==> config.mk <==
export PLATFORM = sky130hd
export DESIGN_NAME = apb3_master
export DESIGN_NICKNAME = d
export VERILOG_FILES = /design/src/rtl/apb3_master_pkg.sv /design/src/rtl/apb3_master.sv
export SDC_FILE = /design/constraint.sdc
export NUM_CORES = 1
export LEC_CHECK = 0
export CAP_MARGIN = 20
export CELL_PAD_IN_SITES_DETAIL_PLACEMENT = 0
export CELL_PAD_IN_SITES_GLOBAL_PLACEMENT = 1
export CORE_MARGIN = 4
export CORE_UTILIZATION = 30
export CTS_BUF_LIST = sky130_fd_sc_hd__clkbuf_8 sky130_fd_sc_hd__clkbuf_16
export DETAILED_ROUTE_END_ITERATION = 6
export GPL_ROUTABILITY_DRIVEN = 0
export PLACE_DENSITY = 0.86
export SYNTH_ARGS = -nofsm -noshare
export SYNTH_HDL_FRONTEND = slang
export SYNTH_SLANG_ARGS = --single-unit
==> constraint.sdc <==
create_clock -name PCLK -period 3.63 [get_ports PCLK]
set_clock_uncertainty 0.05 [all_clocks]
set_input_delay 0.726 -clock PCLK [delete_from_list [all_inputs] [get_ports PCLK]]
set_output_delay 0.726 -clock PCLK [all_outputs]
set_load 0.02 [all_outputs]
==> src/rtl/apb3_master_pkg.sv <==
// Shared types and sizing helpers for the APB3 master.
package apb3_master_pkg;

    typedef enum logic [1:0] {
        ST_IDLE,
        ST_SETUP,
        ST_ACCESS,
        ST_RESP
    } apb3_state_e;

    localparam int unsigned TMO_CYCLES_DEF = 256;

    function automatic int unsigned tmo_cnt_w(input int unsigned cycles);
        return $clog2(cycles + 1);
    endfunction

    localparam int unsigned TMO_CNT_W_DEF = $clog2(TMO_CYCLES_DEF + 1);

endpackage

==> src/rtl/apb3_master.sv <==
// APB3 master: one command at a time, with an ACCESS-phase timeout.
module apb3_master
    import apb3_master_pkg::*;
#(
    parameter int unsigned APB3_AW        = 32,
    parameter int unsigned APB3_DW        = 32,
    parameter int unsigned TIMEOUT_CYCLES = TMO_CYCLES_DEF
) (
    input  logic               PCLK,
    input  logic               PRESETN,
    input  logic               req_valid,
    output logic               req_ready,
    input  logic [APB3_AW-1:0] req_addr,
    input  logic [APB3_DW-1:0] req_wdata,
    input  logic               req_write,
    output logic               rsp_valid,
    input  logic               rsp_ready,
    output logic [APB3_DW-1:0] rsp_rdata,
    output logic               rsp_slverr,
    output logic               rsp_timeout,
    output logic [APB3_AW-1:0] PADDR,
    output logic [APB3_DW-1:0] PWDATA,
    output logic               PWRITE,
    output logic               PSEL,
    output logic               PENABLE,
    input  logic [APB3_DW-1:0] PRDATA,
    input  logic               PREADY,
    input  logic               PSLVERR
);

    localparam int unsigned   CW       = tmo_cnt_w(TIMEOUT_CYCLES);
    localparam logic [CW-1:0] TMO_LAST = CW'(TIMEOUT_CYCLES - 1);

    apb3_state_e        state_q, state_d;
    logic [CW-1:0]      cnt_q, cnt_d;
    logic [APB3_AW-1:0] addr_q, addr_d;
    logic [APB3_DW-1:0] wdata_q, wdata_d;
    logic               write_q, write_d;
    logic [APB3_DW-1:0] rdata_q, rdata_d;
    logic               slverr_q, slverr_d;
    logic               timeout_q, timeout_d;

    always_comb begin
        state_d   = state_q;
        cnt_d     = cnt_q;
        addr_d    = addr_q;
        wdata_d   = wdata_q;
        write_d   = write_q;
        rdata_d   = rdata_q;
        slverr_d  = slverr_q;
        timeout_d = timeout_q;
        unique case (state_q)
            ST_IDLE: begin
                if (req_valid) begin
                    addr_d  = req_addr;
                    wdata_d = req_wdata;
                    write_d = req_write;
                    cnt_d   = '0;
                    state_d = ST_SETUP;
                end
            end
            ST_SETUP: begin
                state_d = ST_ACCESS;
            end
            ST_ACCESS: begin
                // Completion wins over a timeout landing in the same cycle.
                if (PREADY) begin
                    rdata_d   = write_q ? '0 : PRDATA;
                    slverr_d  = PSLVERR;
                    timeout_d = 1'b0;
                    state_d   = ST_RESP;
                end else if (cnt_q == TMO_LAST) begin
                    rdata_d   = '0;
                    slverr_d  = 1'b1;
                    timeout_d = 1'b1;
                    state_d   = ST_RESP;
                end else begin
                    cnt_d = cnt_q + CW'(1);
                end
            end
            ST_RESP: begin
                if (rsp_ready) begin
                    state_d = ST_IDLE;
                end
            end
            default: begin
                state_d = ST_IDLE;
            end
        endcase
    end

    always_ff @(posedge PCLK) begin
        if (!PRESETN) begin
            state_q   <= ST_IDLE;
            cnt_q     <= '0;
            addr_q    <= '0;
            wdata_q   <= '0;
            write_q   <= 1'b0;
            rdata_q   <= '0;
            slverr_q  <= 1'b0;
            timeout_q <= 1'b0;
        end else begin
            state_q   <= state_d;
            cnt_q     <= cnt_d;
            addr_q    <= addr_d;
            wdata_q   <= wdata_d;
            write_q   <= write_d;
            rdata_q   <= rdata_d;
            slverr_q  <= slverr_d;
            timeout_q <= timeout_d;
        end
    end

    assign req_ready   = (state_q == ST_IDLE);
    assign rsp_valid   = (state_q == ST_RESP);
    assign rsp_rdata   = rdata_q;
    assign rsp_slverr  = slverr_q;
    assign rsp_timeout = timeout_q;

    assign PSEL    = (state_q == ST_SETUP) || (state_q == ST_ACCESS);
    assign PENABLE = (state_q == ST_ACCESS);
    assign PADDR   = addr_q;
    assign PWDATA  = wdata_q;
    assign PWRITE  = write_q;

endmodule

==> results.py <==
metrics = {
    "global_routing": {
        "grt_antenna_before_repair": 0,
        "grt_max_degree": 74,
        "grt_usage": 0.1551,
        "grt_pass1_vias": 3943,
        "gr-total-overflow": 0,
        "grt_pass1_wl_um": 20100,
    },
    "floorplan": {
        "core.rowCount": 42,
        "fp.dieH_um": 124.5,
        "core-area_um2": 13240,
        "dieWidth_um": 124.5,
        "ioPinCount": 206,
        "dieArea_um2": 15500,
        "initial_core_util": 0.3074,
    },
    "min_path": {
        "hold_path_class": "reg -> reg",
        "holdPathEnd": "rsp_rdata[2]",
        "hold_path_depth": 2,
        "hold_start": "rsp_rdata[2]",
    },
    "pwr": {
        "p_sw_frac": 0.3220,
        "power.density_nw_per_um2": 558.9,
        "combPwrFrac": 0.329,
        "ir_drop_uv": 251.3,
        "clock_power_share": 0.279,
        "p_leak_nw": 2.349,
        "switchingPower_mw": 1.187,
        "pwr-share-seq": 0.392,
        "power.total_mw": 3.686,
        "p_int_mw": 2.499,
    },
    "sta": {
        "setup_viol": 0,
        "fmax_mhz": 370.0,
        "relSlewSlack": 0.4082,
        "fin_crit_sh": 0.7446,
        "period_needed_ns": 2.703,
        "worstMarginPinSlew_ns": 0.8845,
        "rsz0062_at_grt": "no",
        "timing_hold_violations_final": 0,
        "drv_slew": 0,
        "finalSetupTns_ns": 0,
    },
    "clock_tree": {
        "post-cts-setup-buffers": 0,
        "clock_path_buffers": 2,
        "cts_hold_buffers": 0,
        "clkSinkCount": 110,
        "cts_max_level": 3,
        "cts_buffers": 9,
        "cts_root_buffer": "clkbuf_16",
        "clk_latency_ns": 0.34,
        "clk_pin_slew_ns": 0.07,
        "cts_tree": "yes",
        "cts_resized": 0,
    },
    "run_status": {
        "outcome": "finished clean",
    },
    "critical_path": {
        "startpoint_type": "flop",
        "timing_worst_setup_path_type": "reg -> out",
        "end_kind": "primary output",
        "worstReg2RegEnd": "cnt_q[0]",
        "r2r_cells": 8,
        "arrival_ns": 1.93,
        "crit_fanout": 12,
        "r2r-start": "cnt_q[2]",
        "rrSetupSlack_ns": 1.22,
        "required_ns": 2.85,
    },
    "flow_run": {
        "drv_cap": 0,
    },
    "final_layout": {
        "drive_above_1_share": 0.04392,
        "multi_input_area_um2": 1714,
        "num_antenna_cells": 0,
        "nFillCells": 1267,
        "regArea_um2": 2202,
        "area_growth_syn_to_layout_pct": 62.00,
        "final_nets": 786,
    },
    "drt": {
        "vias_per_cell": 4.689,
        "wl_per_cell_um": 14.25,
        "drt_pass1_iterations": 4,
        "drtAntennaViolNets": 0,
        "wl_um": 12240,
        "drcViolationCount": 0,
        "drt_iter0_drc": 156,
        "via_count": 4028,
    },
    "yosys": {
        "ys_seq_elements": 110,
        "ys_types": 34,
        "synth_area_um2": 4070,
        "avgSynthCellArea_um2": 8.306,
        "async_flop_share": 0,
        "synth-edff-count": 0,
        "synth_cells": 490,
        "yosys_warnings": 0,
        "syn_nets": 598,
        "synth-seq-area-share": 0.5410,
        "synth-main-ff-cell": "dfxtp_1",
    },
    "placement": {
        "portBuffers": 205,
        "hpwl_um": 8958,
    },
}
## cells in the mapped netlist (all sizes together) (2+ instances only)
library cell	n	area share
nand3	24	0.030
nor2	25	0.023
mux2i	2	0.0049
xnor2	4	0.0086
nand2	159	0.15
dfxtp	110	0.54
nor2b	2	0.0031
xor2	2	0.0043
a22oi	12	0.022
buf	11	0.012
ha	5	0.015
o21ai	2	0.0052
a21oi	63	0.078
clkbuf	23	0.021
a21boi	26	0.048
inv	6	0.0055
## layout make-up
type | instances | area share
clock buffers | 9 | 0.03416
clock inverters | 7 | 0.01328
inverters | 6 | 0.003416
multi-input cells | 340 | 0.2600
flip-flops and latches | 110 | 0.3340
well taps | 176 | 0.03340
repair buffers | 211 | 0.3218
## cells in the final DEF, fill, tap and decap left out, drive strengths merged, types with 2 or more instances in the layout
cell | netlist | layout
a21boi | 26 | 26
a21oi | 63 | 63
a22oi | 12 | 12
buf | 11 | 6
bufinv | 0 | 2
clkbuf | 23 | 9
clkdlybuf4s50 | 0 | 205
clkinv | 0 | 3
dfxtp | 110 | 110
ha | 5 | 5
inv | 6 | 8
mux2i | 2 | 2
nand2 | 159 | 159
nand3 | 24 | 24
nor2 | 25 | 25
nor2b | 2 | 2
o21ai | 2 | 2
xnor2 | 4 | 4
xor2 | 2 | 2
## power by group through the flow
stage | logic, mW | registers (mW) | clock network (mW)
finish | 1.21 | 1.44 | 1.03
global route | 1.31 | 1.47 | 1.12
CTS | 1.23 | 1.45 | 1.06
detailed placement | 1.23 | 1.47 | 0
global placement | 1.21 | 1.46 | 0
floorplan | 0.494 | 1.63 | 0
## per-layer routing
layer / track usage / vias up / part of all wire
met5: 0 / - / 0
met4: 0.04900 / 0 / 0.016
met3: 0.06475 / 15 / 0.089
met2: 0.2691 / 152 / 0.48
met1: 0.1721 / 1863 / 0.41
li1: - / 1998 / -
## registers in the layout, summed over array words and instances (netlist names)
name / cells
cnt_q: 9
rsp_slverr: 1
PWRITE: 1
rsp_rdata: 32
rsp_timeout: 1
PWDATA: 32
state_q: 2
PADDR: 32
## worst max-delay path by stage
stage                     from  endpoint  slack [ns]  cells past startpoint
finish              state_q[0]   PENABLE        0.93                      3
global route        state_q[0]   PENABLE        0.83                      3
CTS                 state_q[0]   PENABLE        0.91                      3
detailed placement      PREADY  cnt_q[0]        0.93                      5
global placement        PREADY  cnt_q[3]        0.96                      5
floorplan             cnt_q[2]  cnt_q[7]        1.72                      8
## worst max-delay path, stage by stage (launching register included)
cell	delay [ns]
dfxtp_1	0.33
inv_1	0.09
ha_1	0.46
clkdlybuf4s50_1	0.71
## through the flow
stage,instance area [um2],cells,hold slack [ns],utilization,setup WS (ns)
6_report,6594,859,0.4039,0.4979,0.9270
4_1_cts,6594,859,0.4034,0.4979,0.9062
2_1_floorplan,4070,490,0.3910,-,1.725
3_3_place_gp,6281,843,0.3885,0.4743,0.9626
5_1_grt,6594,859,0.4216,0.4979,0.8325
3_5_place_dp,6281,843,0.3932,0.4743,0.9292
## cells by family after synthesis
logic type / after synthesis / share of synthesized area
and+or+nand+nor: 218 / 0.2189
DFF: 110 / 0.5410
AOI/OAI and AO/OA: 108 / 0.1645
buffers and inverters: 40 / 0.03873
xor gates and xnor gates: 6 / 0.01291
adders and majority gates: 5 / 0.01537
muxes: 3 / 0.008607
No activity file was read; power rests on OpenSTA's default activity.
